File: config.mk
export PLATFORM = sky130hd
export DESIGN_NAME = mult_div_seq
export DESIGN_NICKNAME = d
export VERILOG_FILES = /design/src/rtl/cpu_defs_pkg.sv /design/src/rtl/md_step.sv /design/src/rtl/mult_div_seq.sv
export SDC_FILE = /design/constraint.sdc
export NUM_CORES = 1
export LEC_CHECK = 0
export ABC_AREA = 1
export CAP_MARGIN = 20
export CELL_PAD_IN_SITES_DETAIL_PLACEMENT = 1
export CELL_PAD_IN_SITES_GLOBAL_PLACEMENT = 1
export CORE_UTILIZATION = 45
export DETAILED_ROUTE_END_ITERATION = 8
export DONT_BUFFER_PORTS = 1
export PLACE_DENSITY_LB_ADDON = 0.1
export SETUP_SLACK_MARGIN = 0.5
export SLEW_MARGIN = 20
export SYNTH_ARGS = -nofsm -noshare
export SYNTH_HDL_FRONTEND = slang
export SYNTH_SLANG_ARGS = --single-unit
export TNS_END_PERCENT = 50
File: constraint.sdc
create_clock -name clk -period 4.37 [get_ports clk]
set_clock_uncertainty 0.2 [all_clocks]
set_input_delay 0.6555 -clock clk [delete_from_list [all_inputs] [get_ports clk]]
set_output_delay 0.6555 -clock clk [all_outputs]
set_load 0.02 [all_outputs]
File: src/rtl/cpu_defs_pkg.sv
// Shared types and widths for the multiply/divide sequencer.
package cpu_defs_pkg;

  localparam int unsigned MD_WIDTH = 32;

  typedef enum logic [1:0] {
    IDLE,
    RUN,
    FIX,
    DONE
  } md_state_t;

  typedef enum logic {
    OP_MULT,
    OP_DIV
  } md_op_t;

endpackage

File: src/rtl/md_step.sv
// One MSB-first iteration of unsigned shift-add multiply or restoring divide.
module md_step
  import cpu_defs_pkg::*;
#(
  parameter int unsigned WIDTH = MD_WIDTH
) (
  input  md_op_t             op,
  input  logic [2*WIDTH-1:0] acc,
  input  logic [WIDTH-1:0]   mag_b,
  input  logic               bit_in,
  output logic [2*WIDTH-1:0] acc_nxt_c,
  output logic               q_bit_c
);

  logic [WIDTH:0]   trial;
  logic [WIDTH-1:0] diff;

  // Divide keeps the partial remainder in the low WIDTH bits of acc.
  always_comb begin
    acc_nxt_c = '0;
    q_bit_c   = 1'b0;
    trial     = {acc[WIDTH-1:0], bit_in};
    diff      = trial[WIDTH-1:0] - mag_b;
    if (op == OP_MULT) begin
      acc_nxt_c = {acc[2*WIDTH-2:0], 1'b0} + {{WIDTH{1'b0}}, (bit_in ? mag_b : {WIDTH{1'b0}})};
    end else if (trial >= {1'b0, mag_b}) begin
      q_bit_c   = 1'b1;
      acc_nxt_c = {{WIDTH{1'b0}}, diff};
    end else begin
      acc_nxt_c = {{WIDTH{1'b0}}, trial[WIDTH-1:0]};
    end
  end

endmodule

File: src/rtl/mult_div_seq.sv
// Multicycle signed multiply/divide sequencer holding HI/LO.
module mult_div_seq
  import cpu_defs_pkg::*;
#(
  parameter int unsigned WIDTH = MD_WIDTH
) (
  input  logic             clk,
  input  logic             reset,
  input  logic             start_mult,
  input  logic             start_div,
  input  logic [WIDTH-1:0] op_a,
  input  logic [WIDTH-1:0] op_b,
  output logic             busy,
  output logic             done,
  output logic             div_zero,
  output logic [WIDTH-1:0] hi,
  output logic [WIDTH-1:0] lo
);

  localparam int unsigned CNT_W = $clog2(WIDTH);

  md_state_t          state_q, state_d;
  md_op_t             op_q, op_d;
  logic               sign_a_q, sign_a_d, sign_b_q, sign_b_d;
  logic [CNT_W-1:0]   cnt_q, cnt_d;
  logic [WIDTH-1:0]   mag_b_q, mag_b_d;
  logic [WIDTH-1:0]   opr_q, opr_d;
  logic [2*WIDTH-1:0] acc_q, acc_d;
  logic               busy_q, busy_d, done_q, done_d, div_zero_q, div_zero_d;
  logic [WIDTH-1:0]   hi_q, hi_d, lo_q, lo_d;

  logic [2*WIDTH-1:0] step_acc_c;
  logic               step_q_bit_c;
  logic               accept_c;
  logic [2*WIDTH-1:0] prod_fix_c;
  logic [WIDTH-1:0]   quot_fix_c, rem_fix_c;

  md_step #(.WIDTH(WIDTH)) u_step (
    .op        (op_q),
    .acc       (acc_q),
    .mag_b     (mag_b_q),
    .bit_in    (opr_q[WIDTH-1]),
    .acc_nxt_c (step_acc_c),
    .q_bit_c   (step_q_bit_c)
  );

  assign accept_c   = ((state_q == IDLE) || (state_q == DONE)) && (start_mult || start_div);
  assign prod_fix_c = (sign_a_q ^ sign_b_q) ? -acc_q : acc_q;
  assign quot_fix_c = (sign_a_q ^ sign_b_q) ? -opr_q : opr_q;
  assign rem_fix_c  = sign_a_q ? -acc_q[WIDTH-1:0] : acc_q[WIDTH-1:0];

  // Next-state, datapath and registered-output logic.
  always_comb begin
    state_d    = state_q;
    op_d       = op_q;
    sign_a_d   = sign_a_q;
    sign_b_d   = sign_b_q;
    cnt_d      = cnt_q;
    mag_b_d    = mag_b_q;
    opr_d      = opr_q;
    acc_d      = acc_q;
    div_zero_d = div_zero_q;
    hi_d       = hi_q;
    lo_d       = lo_q;

    case (state_q)
      IDLE, DONE: begin
        if (accept_c) begin
          op_d       = start_mult ? OP_MULT : OP_DIV;
          sign_a_d   = op_a[WIDTH-1];
          sign_b_d   = op_b[WIDTH-1];
          opr_d      = op_a[WIDTH-1] ? -op_a : op_a;
          mag_b_d    = op_b[WIDTH-1] ? -op_b : op_b;
          acc_d      = '0;
          cnt_d      = '0;
          div_zero_d = 1'b0;
          // Divide by zero skips the iterations and leaves hi/lo untouched.
          if (!start_mult && (op_b == '0)) begin
            div_zero_d = 1'b1;
            state_d    = DONE;
          end else begin
            state_d = RUN;
          end
        end else if (state_q == DONE) begin
          state_d = IDLE;
        end
      end
      RUN: begin
        acc_d = step_acc_c;
        opr_d = {opr_q[WIDTH-2:0], (op_q == OP_DIV) ? step_q_bit_c : 1'b0};
        cnt_d = cnt_q + CNT_W'(1);
        if (cnt_q == CNT_W'(WIDTH - 1)) begin
          state_d = FIX;
        end
      end
      FIX: begin
        if (op_q == OP_MULT) begin
          hi_d = prod_fix_c[2*WIDTH-1:WIDTH];
          lo_d = prod_fix_c[WIDTH-1:0];
        end else begin
          hi_d = rem_fix_c;
          lo_d = quot_fix_c;
        end
        state_d = DONE;
      end
      default: state_d = IDLE;
    endcase

    busy_d = (state_d == RUN) || (state_d == FIX);
    done_d = (state_d == DONE);
  end

  always_ff @(posedge clk or negedge reset) begin
    if (!reset) begin
      state_q    <= IDLE;
      op_q       <= OP_MULT;
      sign_a_q   <= 1'b0;
      sign_b_q   <= 1'b0;
      cnt_q      <= '0;
      mag_b_q    <= '0;
      opr_q      <= '0;
      acc_q      <= '0;
      busy_q     <= 1'b0;
      done_q     <= 1'b0;
      div_zero_q <= 1'b0;
      hi_q       <= '0;
      lo_q       <= '0;
    end else begin
      state_q    <= state_d;
      op_q       <= op_d;
      sign_a_q   <= sign_a_d;
      sign_b_q   <= sign_b_d;
      cnt_q      <= cnt_d;
      mag_b_q    <= mag_b_d;
      opr_q      <= opr_d;
      acc_q      <= acc_d;
      busy_q     <= busy_d;
      done_q     <= done_d;
      div_zero_q <= div_zero_d;
      hi_q       <= hi_d;
      lo_q       <= lo_d;
    end
  end

  assign busy     = busy_q;
  assign done     = done_q;
  assign div_zero = div_zero_q;
  assign hi       = hi_q;
  assign lo       = lo_q;

endmodule

Yosys cells after proc, flatten, opt, wreduce, memory -nomap -nowiden --
Index checks and enable logic that the tools add are counted.
Word-level totals: output and inout bits 67, flip-flop bits (word level) 205, word-level logic and storage cells 68
Operators by class: muxes and demuxes 25, $lt $le $gt $ge 1, equality and inequality tests 8, add/sub/neg operators 8, reductions and logical operators 12, bitwise operators 1
Operators by type and width (number):
- $mux W32 | 9
- $mux W64 | 3
- $neg A32 Y32 | 4
- $pmux W64 S2 | 1
- $add A64 B32 Y64 | 1
- $neg A64 Y64 | 1
- $pmux W32 S2 | 1
- $ge A33 B32 Y1 | 1
- $logic_not A32 Y1 | 1
- $sub A32 B32 Y32 | 1
- $pmux W5 S2 | 1
- $eq A2 B2 Y1 const B | 4
- $mux W2 | 4
- $pmux W2 S3 | 1
- $add A5 B1 Y5 const B | 1
- $eq A5 B5 Y1 const B | 1
- $mux W5 | 1
- $eq A2 B1 Y1 const B | 2
- $mux W1 | 4
- $reduce_and A2 Y1 | 2
- $logic_or A1 B1 Y1 | 3
- $logic_and A1 B1 Y1 | 2
- $logic_not A2 Y1 | 1
- $ne A2 B2 Y1 const B | 1
- other kinds (4) | 4

Depth between registers and ports, before layout --
depth after elaboration 7, gate-level depth with buffers 19

Hierarchy --
Synthesis repeated with hierarchy kept, for this count alone.
Unflattened totals: cells, all modules 3896, area, all modules 22177.5 sq um
By module, submodules not included:
- mult_div_seq | seq. area each 5129.9 sq um, instances 1, cells an instance 2187, area each 14261.2 sq um
- md_step | seq. area each 0.0 sq um, instances 1, cells an instance 1709, area each 7916.3 sq um

Worst setup path before layout --
OpenSTA, ideal clock, no wires.
path type register to register, start point register opr_q[31], end point register acc_q[39], path buffers 2, arrival 2360 ps, clock period less this slack 2691 ps, stages on the path, launching flop included 19, data required time 4039 ps, path slack 1679 ps, setup time 131 ps, cell sequence dfrtp_1 > clkbuf_1 > clkbuf_1 > nand2_1 > inv_1 > ha_1 > fa_1 > nand3_1 > nand3_1 > nand2_1 > nand2_1 > nand2_1 > nand2_1 > nand2_1 > nand2_1 > nand2_1 > nand3_1 > nand3_1 > o21ai_0
Between the ends: word-level cells in the longest chain between the ends 4
RTL lines:
- start: declaration | RTL line mult_div_seq.sv:27 | logic [WIDTH-1:0] opr_q, opr_d;
- start signal: assignment | RTL line mult_div_seq.sv:135 | opr_q <= opr_d;
- $mux W32 | RTL line md_step.sv:25 | acc_nxt_c = {acc[2*WIDTH-2:0], 1'b0} + {{WIDTH{1'b0}}, (bit_in ? mag_b : {WIDTH{1'b0}})};
- $add A64 B32 Y64 | RTL line md_step.sv:25
- $mux W64 | RTL line md_step.sv:24 | if (op == OP_MULT) begin
- $pmux W64 S2 | RTL line mult_div_seq.sv:66 | case (state_q)
- end signal: assignment | RTL line mult_div_seq.sv:122 | acc_q <= '0;
- end signal: assignment | RTL line mult_div_seq.sv:136 | acc_q <= acc_d;
- end: declaration | RTL line mult_div_seq.sv:28 | logic [2*WIDTH-1:0] acc_q, acc_d;
Every way passes these cells. A chain may end at the register's enable or synchronous reset.

Final worst setup path --
start point register acc_q[28], end point register acc_q[11]
Between the ends: word-level cells in the longest chain between the ends 4
RTL lines:
- $ge A33 B32 Y1 | RTL line md_step.sv:26 | end else if (trial >= {1'b0, mag_b}) begin
- $mux W32 | RTL line md_step.sv:26
- $mux W64 | RTL line md_step.sv:24
- $pmux W64 S2 | RTL line mult_div_seq.sv:66
Every way passes these cells.

==> impl_metrics.tcl <==
set metrics [dict create \
    cts_buffer_depth 3 \
    critPathLaunch "acc_q[28]" \
    seq_area_frac_synth 0.2463 \
    h-tree-depth 1 \
    report.final.slew_viol_count 0 \
    grt_pass1_vias 25056 \
    synth_area_sq_mm 0.02082 \
    path_class "flop to flop" \
    clock_latency_ns 0.59 \
    synth_simple_gate_area_frac 0.4222 \
    core_area_sq_mm 0.04548 \
    min_path_type "input port to async pin" \
    layout.nets 3613 \
    clock_sinks 205 \
    rows 78 \
    dieArea_sq_mm 0.04714 \
    drive_gt1_frac 0.04474 \
    crit_fanout 44 \
    drt_first_pass_iters 5 \
    violations "negative hold slack" \
    dp.cells 4039 \
    avgSynthCellArea_sq_um 5.887 \
    hold_viol_final 205 \
    setup_violations 0 \
    synthFlopType "dfrtp_1" \
    vias 24586 \
    yosys_warnings 0 \
    dpl_worst_slack_ns 0.8066 \
    synth_enable_flop_cells 0 \
    areaGrowthSynthToFinish_pct 6.123 \
    dp_hpwl_um 76150 \
    whs_ns -0.4306 \
    routabilityCongestion 1.063 \
    ys_async_sr_fraction 1.000 \
    synth_xor_area_frac 0.03028 \
    remaining_drc_errors 0 \
    wl_per_cell_um 23.50 \
    fmax_ghz 0.2893 \
    synth_top_family_by_area "simple AND/OR/NAND/NOR gates" \
    synth_compound_area_frac 0.1412 \
    synthCells 3537 \
    r2r-start "acc_q[28]" \
    overflow 0 \
    synthAdderAreaFrac 0.04639 \
    status "finished, violations left" \
    root_buffer "clkbuf_16" \
    cp_common_cell "nand2_1" \
    worstSetupStartpointType "flop" \
    rr_worst_depth 12 \
    start_util 0.4579 \
    synthMuxAreaShare 0 \
    cpPeakStageDelay_ns 0.78 \
    ant_nets 0 \
    post-cts-setup-buffers 0 \
    rr_endpoint "acc_q[11]" \
    ios 135 \
    wl_um 96030 \
    cts_buffers 27 \
    critical_path_required_ns 4.68 \
    power_density_mw_per_mm2 720.1 \
    post-route-period-util 0.7910 \
    max-cap-violations 0 \
    ys_ff_latch 205 \
    peakVddDrop_mv 0.7251 \
    antenna_cells 0 \
    timing.critical_path.to_type "flop" \
    crit_arrival_ns 3.77 \
    rsz0062_at_grt "false" \
    tightest_slew_ns 0.9394 \
    antenna_found_initial 2 \
    slew-limit-headroom 0.3715 \
    syn_nets 3681 \
    grt_pass1_wl_um 147600 \
    vias_per_cell 6.016 \
    endpoint "acc_q[11]" \
    cts_tree "yes" \
    fin_ws_ns 0.9131 \
    port_buffers 0 \
    p_leak_nw 11.49 \
    die_w_um 217.1 \
    track_usage 0.4056 \
    setup_tns_ns 0 \
    clk_pin_slew_ns 0.06 \
    die_h_um 217.1 \
    crit_chain "ha_1 -> nand2_1 -> nor2_1 -> nand2_1 -> nor2_1 -> nand3_1 -> nand3_2 -> nor2_4 -> nand2_8 -> o21ai_1 -> nand2_1 -> nand3_1" \
    cp_slowest_cell "dfrtp_1" \
    grt_max_degree 206 \
    period_needed_ns 3.457 \
    fin_total_pwr_w 0.01591 \
    cts-hold-fix-buffers 1 \
    r2r_slack_ns 0.91 \
    final_cells 4087 \
    drt_iter0_markers 2299 \
    synth.distinct_cells 55 \
]
## cells in the mapped netlist, drive strengths merged (19+ instances only)
library cell  count  area, sq um
ha               74        925.9
xor2             60        525.5
nand3           391         1982
clkbuf           57        215.2
o21bai           20        153.9
a21oi           186        934.7
inv             482         1812
nand2          1100         4213
nor3             40        241.5
o21ai           209         1061
o221ai           19        166.4
o211ai           27        202.7
nor2            431         1729
a31oi            32        200.2
dfrtp           205         5130
nand4            50        312.8
buf              58        320.3
## how the worst min path moves through the flow
stage | slack (ns) | end | cells after the start | startpoint
5_1_grt | -0.44 | acc_q[22] | 0 | reset
4_1_cts | -0.44 | acc_q[22] | 0 | reset
6_report | -0.43 | acc_q[22] | 0 | reset
2_1_floorplan | 0.16 | acc_q[0] | 0 | reset
3_5_place_dp | 0.17 | acc_q[22] | 0 | reset
3_3_place_gp | 0.17 | acc_q[22] | 0 | reset
## critical path, delay by kind of cell (launching register included)
family / cells / cell delay (ns)
flip-flops: 1 / 0.78
AND/OR/NAND/NOR: 10 / 1.59
AO/OA/AOI/OAI: 1 / 0.40
adder cells (fa/ha/maj): 1 / 0.40
## layout make-up
class	count	area, sq um
inverters	487	1832
repair buffers	18	150.1
multi-input cells	2730	13350
well taps	600	750.7
clock buffers	34	742.0
flip-flops and latches	205	5132
fillers	6415	23380
clock inverters	13	143.9
## what timing repair did
| item | 4_1_cts | 5_1_grt |
|---|---|---|
| gates resized for setup | 0 | 1 |
| endpoints found under the hold margin | 206 | 205 |
| setup endpoints to repair | 0 | 1 |
## cell usage in the layout (no fill, tap or decap), drive strengths merged, types with 15 or more instances in the layout
cell type / count
a21oi: 186
a31oi: 32
buf: 17
clkbuf: 34
clkinv: 15
dfrtp: 205
ha: 74
inv: 482
nand2: 1100
nand3: 391
nand3b: 17
nand4: 50
nor2: 431
nor3: 40
o211ai: 27
o21ai: 209
o21bai: 20
o221ai: 19
o22ai: 16
xor2: 60
## power by group
part / internal, W / switching [W]
Clock: 0.00132 / 0.000985
Combinational: 0.00291 / 0.00749
Sequential: 0.00231 / 0.000900
## sequential cells by signal, summed over array words and instances (netlist names)
name and cells:
acc_q 64, hi 32, lo 32, mag_b_q 32, opr_q 32, cnt_q 5, state_q 2, busy 1
div_zero 1, done 1, op_q 1, sign_a_q 1, sign_b_q 1
## layer usage
layer	routed length (um)	global-route usage
met5	25	0
met4	5107	0.1967
met3	7309	0.07757
met2	42620	0.6387
met1	40960	0.5318
## per-stage QoR
| stage | instance area [sq um] | utilization |
|---|---|---|
| after CTS | 22100 | 0.4859 |
| after global placement | 21200 | 0.4662 |
| after floorplan | 20820 | - |
| final | 22100 | 0.4859 |
| after global routing | 22100 | 0.4859 |
| after detailed placement | 21200 | 0.4662 |
## logic make-up after synthesis
kind of cell | Yosys count
and+or+nand+nor | 2058
buffers and inverters | 602
AOI/OAI and AO/OA | 524
DFF | 205
adders and majority gates | 76
xor gates and xnor gates | 72
No activity file was read; power rests on OpenSTA's default activity.
